===== src/rtl/mem_clear_seq.sv =====
// mem_clear_seq: ce-paced memory clear/fill sequencer (IDLE -> SETUP -> WRITE ... -> DONE).
// Optional macro MEM_CLEAR_PATTERN_EN enables the incrementing data pattern (fill_data + offset).
module mem_clear_seq #(
  parameter int ADDR_W = 16,
  parameter int DATA_W = 8
) (
  input  logic              clk_sys,
  input  logic              reset,
  input  logic              ce,
  input  logic              start,
  input  logic              abort,
  input  logic [ADDR_W-1:0] base_addr,
  input  logic [ADDR_W-1:0] length,
  input  logic [DATA_W-1:0] fill_data,
  input  logic              pattern_mode,
  input  logic              mem_ready,
  output logic [ADDR_W-1:0] mem_addr,
  output logic [DATA_W-1:0] mem_din,
  output logic              mem_we,
  output logic              busy,
  output logic              done
);

  localparam logic [1:0] ST_IDLE  = 2'd0;
  localparam logic [1:0] ST_SETUP = 2'd1;
  localparam logic [1:0] ST_WRITE = 2'd2;
  localparam logic [1:0] ST_DONE  = 2'd3;

  localparam logic [ADDR_W:0] OFFSET_ONE = {{ADDR_W{1'b0}}, 1'b1};

  logic [1:0]        state_reg, state_next;
  logic [ADDR_W:0]   offset_reg, offset_next;
  logic [ADDR_W:0]   count_reg, count_next;
  logic [ADDR_W-1:0] base_reg, base_next;
  logic [DATA_W-1:0] fill_reg, fill_next;
  logic [ADDR_W:0]   offset_inc;
`ifdef MEM_CLEAR_PATTERN_EN
  logic              pattern_reg, pattern_next;
`endif

  assign offset_inc = offset_reg + OFFSET_ONE;

  always_comb begin
    state_next  = state_reg;
    offset_next = offset_reg;
    count_next  = count_reg;
    base_next   = base_reg;
    fill_next   = fill_reg;
`ifdef MEM_CLEAR_PATTERN_EN
    pattern_next = pattern_reg;
`endif
    if (abort) begin
      state_next = ST_IDLE;
    end else begin
      case (state_reg)
        ST_IDLE: begin
          if (start) begin
            base_next   = base_addr;
            fill_next   = fill_data;
            offset_next = '0;
            // length of zero means the whole address space, hence the extra count bit
            count_next  = (length == '0) ? {1'b1, {ADDR_W{1'b0}}} : {1'b0, length};
`ifdef MEM_CLEAR_PATTERN_EN
            pattern_next = pattern_mode;
`endif
            state_next  = ST_SETUP;
          end
        end
        ST_SETUP: begin
          if (ce) state_next = ST_WRITE;
        end
        ST_WRITE: begin
          if (ce && mem_ready) begin
            offset_next = offset_inc;
            state_next  = (offset_inc == count_reg) ? ST_DONE : ST_SETUP;
          end
        end
        default: state_next = ST_IDLE;
      endcase
    end
  end

  always_ff @(posedge clk_sys or posedge reset) begin
    if (reset) begin
      state_reg  <= ST_IDLE;
      offset_reg <= '0;
      count_reg  <= '0;
      base_reg   <= '0;
      fill_reg   <= '0;
`ifdef MEM_CLEAR_PATTERN_EN
      pattern_reg <= 1'b0;
`endif
    end else begin
      state_reg  <= state_next;
      offset_reg <= offset_next;
      count_reg  <= count_next;
      base_reg   <= base_next;
      fill_reg   <= fill_next;
`ifdef MEM_CLEAR_PATTERN_EN
      pattern_reg <= pattern_next;
`endif
    end
  end

  // Outputs derive from registers only, so they hold still through a stall
  assign mem_addr = base_reg + offset_reg[ADDR_W-1:0];
  assign mem_we   = (state_reg == ST_WRITE);
  assign busy     = (state_reg == ST_SETUP) || (state_reg == ST_WRITE);
  assign done     = (state_reg == ST_DONE);

`ifdef MEM_CLEAR_PATTERN_EN
  logic [DATA_W-1:0] offset_ext;
  genvar gi;
  generate
    for (gi = 0; gi < DATA_W; gi++) begin : g_offset_ext
      if (gi < ADDR_W + 1) begin : g_bit
        assign offset_ext[gi] = offset_reg[gi];
      end else begin : g_zero
        assign offset_ext[gi] = 1'b0;
      end
    end
  endgenerate
  assign mem_din = pattern_reg ? (fill_reg + offset_ext) : fill_reg;
`else
  logic pattern_unused;
  assign pattern_unused = pattern_mode;
  assign mem_din = fill_reg;
`endif

endmodule


===== config.mk =====
export PLATFORM = sky130hd
export DESIGN_NAME = mem_clear_seq
export DESIGN_NICKNAME = d
export VERILOG_FILES = /design/src/rtl/mem_clear_seq.sv
export SDC_FILE = /design/constraint.sdc
export NUM_CORES = 1
export LEC_CHECK = 0
export BUFFER_PORTS_ARGS = -buffer_cell sky130_fd_sc_hd__buf_2
export CAP_MARGIN = 20
export CORE_MARGIN = 3
export CORE_UTILIZATION = 40
export CTS_BUF_LIST = sky130_fd_sc_hd__clkbuf_8 sky130_fd_sc_hd__clkbuf_16
export DETAILED_ROUTE_END_ITERATION = 7
export SLEW_MARGIN = 10
export SYNTH_ARGS = -nofsm -noshare
export SYNTH_HDL_FRONTEND = slang
export SYNTH_SLANG_ARGS = --single-unit

===== constraint.sdc =====
create_clock -name clk_sys -period 3.9 [get_ports clk_sys]
set_input_delay 0 -clock clk_sys [delete_from_list [all_inputs] [get_ports clk_sys]]
set_output_delay 0 -clock clk_sys [all_outputs]
set_load 0.01 [all_outputs]

# Yosys cells after proc, flatten, opt, wreduce, memory -nomap -nowiden
# Cells that the tools add are included.
[word_totals]
regBits = 60
input_bits = 47
[op_classes]
bitwise = 1
eq_ne = 9
n_mux = 10
n_reduce_logical = 8
add_sub_neg = 2
[op_table]
columns = ["operator", "n"]
rows = [
  ["$mux 17", 3],
  ["$pmux 17 s2", 1],
  ["$add 17x1->17 const B", 1],
  ["$eq 17x17->1", 1],
  ["$add 16x16->16", 1],
  ["$logic_not 16->1", 1],
  ["$mux 2", 5],
  ["$ne 3x3->1 const B", 2],
  ["$pmux 2 s3", 1],
  ["$reduce_and 3->1", 2],
  ["$eq 2x2->1 const B", 2],
  ["$reduce_and 4->1", 1],
  ["$ne 3x2->1 const B", 1],
  ["$eq 2x1->1 const B", 1],
  ["$logic_not 2->1", 1],
  ["$ne 2x1->1 const B", 1],
  ["$ne 2x2->1 const B", 1],
  ["$reduce_bool 2->1", 1],
  ["$logic_and 1x1->1", 1],
  ["$logic_or 1x1->1", 1],
  ["$not 1->1", 1],
]

# Logic depth before layout (Yosys ltp)
# Gate-level depths: netlist of run 1.
[logic_depth]
word_depth = 6
ltp_mapped = 10
mapped_depth_nobuf = 9

# Worst setup path before layout of run 1
# Ideal clock, no wire load.
[synth_path]
kind = "reg2reg"
from = "register offset_reg[0]"
to = "register state_reg[1]"
path_buffers = 1
period_less_slack_ns = 2.431
t_arrival_ns = 2.339
setup_ns = 0.092
slack_ns = 1.469
required_time_ns = 3.808
path_stages_with_launch = 9
path_cell_list = "dfrtp_1 ha_1 buf_2 nand4_4 or4_4 xnor2_1 o21ai_1 or4_1 o31ai_2"
[synth_between]
elab_chain_cells = 6
[synth_lines]
columns = ["item", "line_no", "rtl"]
rows = [
  ["from (decl)", "32", "logic [ADDR_W:0] offset_reg, offset_next;"],
  ["from (signal assigned)", "95", "offset_reg <= offset_next;"],
  ["$add 17x1->17", "41", "assign offset_inc = offset_reg + OFFSET_ONE;"],
  ["$eq 17x17->1", "75", "state_next = (offset_inc == count_reg) ? ST_DONE : ST_SETUP;"],
  ["$mux 2", "75", ""],
  ["$mux 2", "73", "if (ce && mem_ready) begin"],
  ["$pmux 2 s3", "55", "case (state_reg)"],
  ["$mux 2", "52", "if (abort) begin"],
  ["to (signal assigned)", "94", "state_reg <= state_next;"],
  ["to (decl)", "31", "logic [1:0] state_reg, state_next;"],
]
# No other way between the ends. The select of a mux whose other input is x is not followed.
# A chain may end at the register's enable or synchronous reset.

# Worst setup path in the final report of run 1
[layout_path]
from = "register state_reg[0]"
to = "register offset_reg[9]"
[layout_between]
elab_chain_cells = 3
word_cells_on_any_way = 7
[layout_lines]
columns = ["item", "line_no"]
rows = [
  ["$eq 2x2->1 / $logic_not 2->1 (equally long branches)", "55"],
  ["$ne 2x1->1 (no source line) (tied with other cells)", "-"],
  ["$reduce_and 4->1 (no source line)", "-"],
]
# Several ways; a longest one is shown, not always the timed one.

==> impl_metrics.py, run 1 <==
metrics = {
    "timing": {
        "hold_violations": 0,
        "fin_crit_ns": 3.00,
        "max_freq_mhz": 334,
        "slew_headroom": 0.464,
        "report.final.setup_viol": 0,
        "period_share": 0.769,
        "clock_skew_ns": 0.0113,
        "worst_pin_slew_ns": 0.801,
        "rsz0062_at_grt": "false",
        "report.final.slew_viol_count": 0,
        "finalSetupTns_ns": 0,
    },
    "critical_path": {
        "cp_data_required_time_ns": 4.12,
        "critical_path_class": "flip-flop to flip-flop",
        "r2r-end": "offset_reg[9]",
        "startpoint": "state_reg[0]",
        "r2r-start": "state_reg[0]",
        "ff2ff_path_depth": 8,
        "endpoint_kind": "flip-flop",
        "r2r_slack_ns": 0.90,
        "worstPathMaxFanout": 22,
        "arrival_ns": 3.22,
        "cp-start-kind": "flip-flop",
    },
    "global_route": {
        "grt.total_usage": 0.174,
        "grt_max_degree": 61,
        "grt_pass1_vias": 3365,
        "overflow": 0,
        "antenna_found_initial": 0,
        "grt_first_pass_wirelength_um": 15900,
    },
    "cells_and_area": {
        "seqCellArea_mm2": 0.00150,
        "fill_cells": 836,
        "final_cell_area_mm2": 0.00501,
        "instances_no_fill": 640,
        "area_growth_pct": 27.0,
        "diodes": 0,
        "layout.nets": 574,
        "drive_gt1_frac": 0.254,
        "multi_input_area_mm2": 0.00227,
    },
    "logic_synthesis": {
        "synthCells": 400,
        "synth_edf_count": 0,
        "synth-seq-cells": 60,
        "synth_commonest_cells": "dfrtp_1 (60), mux2_2 (29), o21ai_0 (23)",
        "synth_warnings": 0,
        "yosys.area.top_type": "dfrtp_1",
        "yosys.area.top_type_share": 0.380,
        "syn_area_per_cell_um2": 9.87,
        "synth_cell_types": 59,
        "syn_nets": 468,
        "synth_flop_cell": "dfrtp_1",
        "synth_area_mm2": 0.00395,
        "async_flop_share": 1.00,
        "synth_most_common_cell": "dfrtp_1",
        "synth_area_leaders": "dfrtp_1 (38%), mux2_2 (8.3%), ha_1 (6.3%), xnor2_1 (4.9%), o21ai_0 (2.9%)",
        "ys_seq_area_frac": 0.380,
    },
    "floorplanning": {
        "start_util": 0.419,
        "core_mm2": 0.00942,
        "num_rows": 35,
        "ioPinCount": 74,
        "fp.dieW_um": 105,
        "dieArea_mm2": 0.0111,
        "dieHeight_um": 105,
    },
    "cts": {
        "clock_path_buffers": 2,
        "path_clk_slew_ns": 0.06,
        "cts_resized": 0,
        "numCtsBuffers": 9,
        "cts.sinks": 60,
        "clock_latency_ns": 0.33,
        "tritoncts": "done",
        "cts_htree_levels": 3,
        "root_buffer": "clkbuf_8",
    },
    "power_and_ir_drop": {
        "power_density_mw_per_mm2": 567,
        "ir_drop_v": 0.000320,
        "p_leak_nw": 2.26,
    },
    "worst_hold_path": {
        "min_to": "state_reg[0]",
        "min_from": "mem_ready",
        "hp-class": "input pin to flip-flop",
        "hold_depth": 6,
    },
    "flow_run": {
        "timing.max_cap.violations": 0,
    },
    "routing": {
        "drtIter0Drc": 216,
        "drcViolationCount": 0,
        "first_pass_iters": 4,
        "vias": 3375,
        "viasPerCell": 5.27,
        "routed_wl_um": 9170,
        "wire_per_inst_um": 14.3,
        "drtAntennaViolNets": 0,
    },
    "place": {
        "finalWeightedCongestion": 0.863,
        "port_buffers": 72,
        "hpwl_um": 6760,
        "postPlaceCellArea_mm2": 0.00438,
        "place_inst": 582,
    },
    "run_status": {
        "status": "complete, no violations",
    },
}
==> layout make-up <==
class,instances,area share
multi-input combinational,302,0.454
sequential,60,0.299
timing repair buffer,116,0.159
tap,129,0.0322
clock buffer,10,0.0275
clock inverter,6,0.0157
inverter,17,0.0127
==> cell families (layout without fill, tap and decap cells) <==
| kind of cell | after synthesis | after routing | share of synthesized area |
|---|---|---|---|
| xor+xnor | 33 | 33 | 0.0732 |
| flops | 60 | 60 | 0.380 |
| mux | 30 | 30 | 0.0853 |
| fa+ha+maj | 21 | 21 | 0.0685 |
| simple gates | 110 | 110 | 0.160 |
| buf+inv | 38 | 149 | 0.0444 |
| compound gates | 108 | 108 | 0.188 |
==> where the power goes <==
| part | leakage (nW) | internal, W | switching (W) | total (W) |
|---|---|---|---|---|
| combinational | 1.39 | 0.000626 | 0.000590 | 0.00122 |
| sequential | 0.754 | 0.000847 | 0.000174 | 0.00102 |
| clock | 0.117 | 0.000371 | 0.000232 | 0.000603 |
| total | 2.26 | 0.00184 | 0.000996 | 0.00284 |
==> worst max path at each step <==
stage,endpoint,depth (start not counted)
floorplan,state_reg[1],8
global placement,offset_reg[9],8
detailed placement,offset_reg[9],8
CTS,offset_reg[9],8
global route,offset_reg[9],8
finish,offset_reg[9],8
==> placed cells by master, fill, tap and decap left out, drive strengths merged, types with 3 or more instances in the layout <==
cell type    netlist  layout
a21o              10      10
a21oi             18      18
a22o              13      13
a31oi              4       4
and2               8       8
and3               4       4
and4               5       5
buf                8      74
clkbuf            13      10
clkinv             0       3
dfrtp             60      60
dlygate4sd3        0      42
ha                20      20
inv               17      18
mux2              29      29
nand2             22      22
nand3             18      18
nand4              8       8
nor2              13      13
nor2b              4       4
nor3               5       5
nor4               6       6
o211ai             4       4
o21a               4       4
o21ai             24      24
o31ai             13      13
or4                6       6
xnor2             22      22
xor2              11      11
==> per-stage QoR <==
stage	hold WS (ns)	power (W)	worst slack (ns)	util
after floorplan	0.0664	0.00187	1.47	-
after global placement	0.194	0.00219	1.03	0.465
after detailed placement	0.195	0.00222	0.930	0.465
after CTS	0.211	0.00287	0.895	0.532
after global routing	0.246	0.00307	0.577	0.532
final	0.227	0.00284	0.902	0.532
==> metal layers <==
layer,global-route usage,wire length [um]
met4,0.0422,39
met5,0,0
met2,0.280,4230
met3,0.0392,476
met1,0.238,4420
==> critical path: stages, from the launching register on <==
cell and delay [ns]:
dfrtp_1 0.40, inv_1 0.15, ha_1 0.59, and3_1 0.26
a21oi_1 0.04, or3_1 0.65, inv_1 0.16, nand2_1 0.27
o31ai_1 0.36
==> what timing repair did <==
action,in CTS,in global routing
hold endpoints to repair,101,0
buffers inserted,0,0
hold buffers,42,0
Power figures use the tool's default switching activity.
==> run 2: changes to the inputs <==
- clock period: 3.9 -> 3 ns (I/O delays scaled with it)
==> run 2 against run 1 <==
  * Clock-buffer cell count is 1 higher
  * Combinational power up 34%
  * Global-route usage up 0.54 points
  * Core utilization is 0.73 points higher
  * Clock skew is 0.0010 ns lower
  * Critical path type unchanged
==> impl_metrics.py, run 2 (synthesized netlist as in run 1, its figures left out) <==
metrics = {
    "cts": {
        "root_buffer": "clkbuf_8",
        "path_clk_slew_ns": 0.07,
        "cts_htree_levels": 3,
        "tritoncts": "done",
        "cts.sinks": 60,
        "clock_path_buffers": 2,
        "cts_resized": 0,
        "numCtsBuffers": 9,
        "clock_latency_ns": 0.34,
    },
    "cells_and_area": {
        "diodes": 0,
        "seqCellArea_mm2": 0.00150,
        "fill_cells": 851,
        "final_common_cell": "buf_2",
        "drive_gt1_frac": 0.270,
        "final_cell_mix": "buf_2 (72), dfrtp_1 (60), dlygate4sd3_1 (42)",
        "area_growth_pct": 28.8,
        "multi_input_area_mm2": 0.00227,
        "layout.nets": 585,
        "postLayoutCoreUtil": 0.540,
    },
    "routing": {
        "vias": 3440,
        "viasPerCell": 5.28,
        "first_pass_iters": 4,
        "routed_wl_um": 9600,
        "drtAntennaViolNets": 0,
        "drtIter0Drc": 157,
        "wire_per_inst_um": 14.7,
        "drcViolationCount": 0,
    },
    "worst_hold_path": {
        "min_from": "mem_ready",
        "hold_depth": 6,
        "hp-class": "input pin to flip-flop",
    },
    "power_and_ir_drop": {
        "p_leak_nw": 2.30,
        "ir_drop_v": 0.000413,
        "power_density_mw_per_mm2": 727,
    },
    "timing": {
        "fin_crit_ns": 2.73,
        "report.final.slew_viol_count": 0,
        "hold_violations": 0,
        "max_freq_mhz": 366,
        "worst_pin_slew_ns": 0.587,
        "hold_ws_ns": 0.220,
        "slew_headroom": 0.598,
        "period_share": 0.911,
        "clock_skew_ns": 0.0103,
        "report.final.setup_viol": 0,
        "finalSetupTns_ns": 0,
        "rsz0062_at_grt": "false",
    },
    "place": {
        "finalWeightedCongestion": 0.850,
        "hpwl_um": 7080,
        "port_buffers": 72,
    },
    "global_route": {
        "antenna_found_initial": 0,
        "grt_max_degree": 36,
        "grt_pass1_vias": 3443,
        "grt_first_pass_wirelength_um": 16500,
        "grt.total_usage": 0.180,
        "overflow": 0,
    },
    "critical_path": {
        "endpoint_kind": "flip-flop",
        "cp-start-kind": "flip-flop",
        "cp_data_required_time_ns": 3.24,
        "r2r_slack_ns": 0.27,
        "critical_path_class": "flip-flop to flip-flop",
        "ff2ff_path_depth": 7,
        "worstPathMaxFanout": 8,
        "arrival_ns": 2.97,
        "startpoint": "offset_reg[1]",
        "r2r-start": "offset_reg[1]",
    },
    "floorplanning": {
        "ioPinCount": 74,
        "core_mm2": 0.00942,
        "num_rows": 35,
        "fp.dieW_um": 105,
        "dieHeight_um": 105,
        "dieArea_mm2": 0.0111,
        "start_util": 0.419,
    },
    "run_status": {
        "status": "complete, no violations",
    },
    "flow_run": {
        "timing.max_cap.violations": 0,
    },
}
[run 2: cell types whose count changed in the layout (fill, tap and decap cells not counted)]
cell | before | now
buf_4 | 2 | 13
clkinvlp_4 | 0 | 1
clkbuf_8 | 10 | 11
clkinv_2 | 3 | 2
bufinv_16 | 2 | 1
[run 2: final cells by class]
type / count / share of cell area
inverter: 17 / 0.0126
multi-input combinational: 302 / 0.448
clock buffer: 11 / 0.0298
sequential: 60 / 0.295
tap: 129 / 0.0318
clock inverter: 5 / 0.0101
timing repair buffer: 127 / 0.173
[run 2: through the flow]
| stage | area, um^2 | instances | setup slack, ns | power, W |
|---|---|---|---|---|
| 2_1_floorplan | 3950 | 400 | 0.569 | 0.00243 |
| 3_3_place_gp | 4460 | 593 | 0.356 | 0.00288 |
| 3_5_place_dp | 4460 | 593 | 0.352 | 0.00293 |
| 4_1_cts | 5080 | 651 | 0.309 | 0.00372 |
| 5_1_grt | 5080 | 651 | 0.117 | 0.00398 |
| 6_report | 5080 | 651 | 0.268 | 0.00369 |
[run 2: critical path, cell delays in order (launching register included)]
cell and delay [ns]:
dfrtp_1 0.47, ha_1 0.42, nand4_4 0.18, or4_4 0.54, xnor2_1 0.17, o21ai_1 0.08, or4_1 0.55, o31ai_2 0.22
[run 2: report_power, final]
part           internal [W]  switching [W]
registers           0.00110       0.000234
clock network      0.000423       0.000307
logic              0.000836       0.000793
[run 2: worst paths after layout]
kind,to
max in group asynchronous,offset_reg[5]
worst min-delay path,state_reg[0]
worst min register to register,mem_din[2]
worst max-delay path,state_reg[1]
min in group asynchronous,mem_din[7]
worst max register to register,state_reg[1]
[run 2: timing repair]
action,4_1_cts,5_1_grt
setup buffers,0,0
endpoints found under the hold margin,66,0
hold buffers,42,0
[run 2: per-layer routing]
layer	part of all wire	global-route usage
met4	0.011	0.0534
met2	0.47	0.294
met3	0.041	0.0288
met1	0.48	0.244
met5	0	0
==> run 3: changes to the inputs <==
- clock period: 3 -> 3.3 ns (I/O delays scaled with it)
==> run 3 against run 2 <==
  * Critical path depth is the same
  * Register-to-register slack gained 0.29 ns
  * Clock-buffer cell count is the same
  * Sequential power shrank 9%
  * Critical path type unchanged
  * Largest cell class unchanged
  * Highest routed layer unchanged
==> impl_metrics.py, run 3 (synthesized netlist as in run 1, its figures left out) <==
metrics = {
    "power_and_ir_drop": {
        "power_density_mw_per_mm2": 685,
        "finalPower_w": 0.00349,
        "p_leak_nw": 2.30,
        "ir_drop_v": 0.000372,
    },
    "critical_path": {
        "r2r_slack_ns": 0.56,
        "ff2ff_path_depth": 7,
        "path_cells": "ha_1 -> nand4_4 -> or4_4 -> xnor2_1 -> o21ai_1 -> or4_1 -> o31ai_2",
        "worstPathMaxFanout": 8,
        "path_buf_inv": 0,
        "cp_data_required_time_ns": 3.54,
        "r2r-end": "state_reg[1]",
        "arrival_ns": 2.98,
        "critical_path_class": "flip-flop to flip-flop",
        "cp-start-kind": "flip-flop",
        "endpoint_kind": "flip-flop",
        "r2r-start": "offset_reg[0]",
        "critPathMaxStageDelay_ns": 0.54,
        "cp_top_family": "simple AND/OR/NAND/NOR gates",
        "crit_path_top_delay_cell": "or4_4",
    },
    "routing": {
        "viasPerCell": 5.28,
        "drtIter0Drc": 158,
        "routed_wl_um": 9340,
        "drtAntennaViolNets": 0,
        "drcViolationCount": 0,
        "wire_per_inst_um": 14.5,
        "vias": 3404,
        "first_pass_iters": 4,
    },
    "cts": {
        "clock_latency_ns": 0.33,
        "tritoncts": "done",
        "root_buffer": "clkbuf_8",
        "clock_path_buffers": 2,
        "cts.sinks": 60,
        "path_clk_slew_ns": 0.07,
        "post_cts_buffers": 0,
        "cts_htree_levels": 3,
        "numCtsBuffers": 9,
    },
    "global_route": {
        "grt.total_usage": 0.177,
        "grt_first_pass_wirelength_um": 16200,
        "grt_pass1_vias": 3379,
        "antenna_found_initial": 0,
        "grt_max_degree": 37,
        "overflow": 0,
    },
    "timing": {
        "clock_skew_ns": 0.00765,
        "fin_crit_ns": 2.74,
        "report.final.slew_viol_count": 0,
        "report.final.setup_viol": 0,
        "period_share": 0.830,
        "slew_headroom": 0.430,
        "max_freq_mhz": 365,
        "rsz0062_at_grt": "false",
        "finalSetupTns_ns": 0,
        "worst_pin_slew_ns": 0.853,
        "timing.final.ws_setup_ns": 0.562,
        "hold_violations": 0,
    },
    "worst_hold_path": {
        "hold_depth": 6,
        "min_from": "mem_ready",
        "hp-class": "input pin to flip-flop",
        "min_to": "state_reg[0]",
    },
    "floorplanning": {
        "dieArea_mm2": 0.0111,
        "core_mm2": 0.00942,
        "fp.dieW_um": 105,
        "ioPinCount": 74,
        "num_rows": 35,
        "dieHeight_um": 105,
        "start_util": 0.419,
    },
    "place": {
        "place_ws_ns": 0.568,
        "hpwl_um": 6960,
        "finalWeightedCongestion": 0.855,
        "port_buffers": 72,
    },
    "cells_and_area": {
        "diodes": 0,
        "drive_gt1_frac": 0.262,
        "layout.nets": 579,
        "fill_cells": 845,
        "final_cell_mix": "buf_2 (72), dfrtp_1 (60), dlygate4sd3_1 (42)",
        "area_growth_pct": 28.9,
        "final_common_cell": "buf_2",
    },
    "run_status": {
        "status": "complete, no violations",
    },
    "flow_run": {
        "timing.max_cap.violations": 0,
    },
}
-- run 3: cell types whose count changed in the layout (fill, tap and decap cells not counted), sizes merged --
cell      delta
clkinv       -1
clkinvlp     -1
buf          -6
bufinv       +2
-- run 3: cell type report --
cell class / count / area (um^2) / area share
sequential: 60 / 1500 / 0.295
tap: 129 / 161 / 0.0317
clock buffer: 11 / 151 / 0.0298
multi-input combinational: 302 / 2270 / 0.447
timing repair buffer: 121 / 833 / 0.164
inverter: 17 / 63.8 / 0.0125
clock inverter: 5 / 98.8 / 0.0194
-- run 3: worst reg2reg max path: cells and delay by family (launching register included) --
family                     cells  cell delay, ns
adders and majority gates      1            0.43
AOI/OAI and AO/OA              2            0.29
DFF                            1            0.49
and+or+nand+nor                3            1.26
xor gates and xnor gates       1            0.17
-- run 3: worst max path at each step --
stage / startpoint / end / slack [ns] / cells after the start
floorplan: offset_reg[0] / state_reg[1] / 0.87 / 8
global placement: offset_reg[0] / state_reg[1] / 0.62 / 7
detailed placement: offset_reg[0] / state_reg[1] / 0.57 / 7
CTS: offset_reg[0] / state_reg[1] / 0.56 / 7
global route: offset_reg[0] / state_reg[1] / 0.36 / 7
finish: offset_reg[0] / state_reg[1] / 0.56 / 7
-- run 3: timing repair --
item                                    CTS  global route
hold buffers                             42             0
hold endpoints to repair                 76             0
endpoints found under the setup margin    0             0
gates resized for setup                   0             0
-- run 3: power by group --
group	leakage [nW]	internal [W]	total, W	switching, W
clock network	0.131	0.000539	0.000815	0.000276
logic	1.41	0.000751	0.00145	0.000701
registers	0.754	0.00100	0.00122	0.000218
-- run 3: per-stage QoR --
stage               hold slack (ns)  area (um^2)  std cells  utilization
finish                        0.220         5080        645        0.540
global route                  0.305         5080        645        0.540
CTS                           0.208         5080        645        0.540
detailed placement            0.192         4410        587        0.469
global placement              0.171         4410        587        0.469
floorplan                    0.0664         3950        400            -
-- run 3: routing by layer --
metal / part of all wire / global-route usage / vias up
li1: - / - / 1708
met1: 0.50 / 0.250 / 1619
met5: 0 / 0 / -
met2: 0.46 / 0.278 / 68
met3: 0.038 / 0.0282 / 9
met4: 0.0093 / 0.0506 / 0
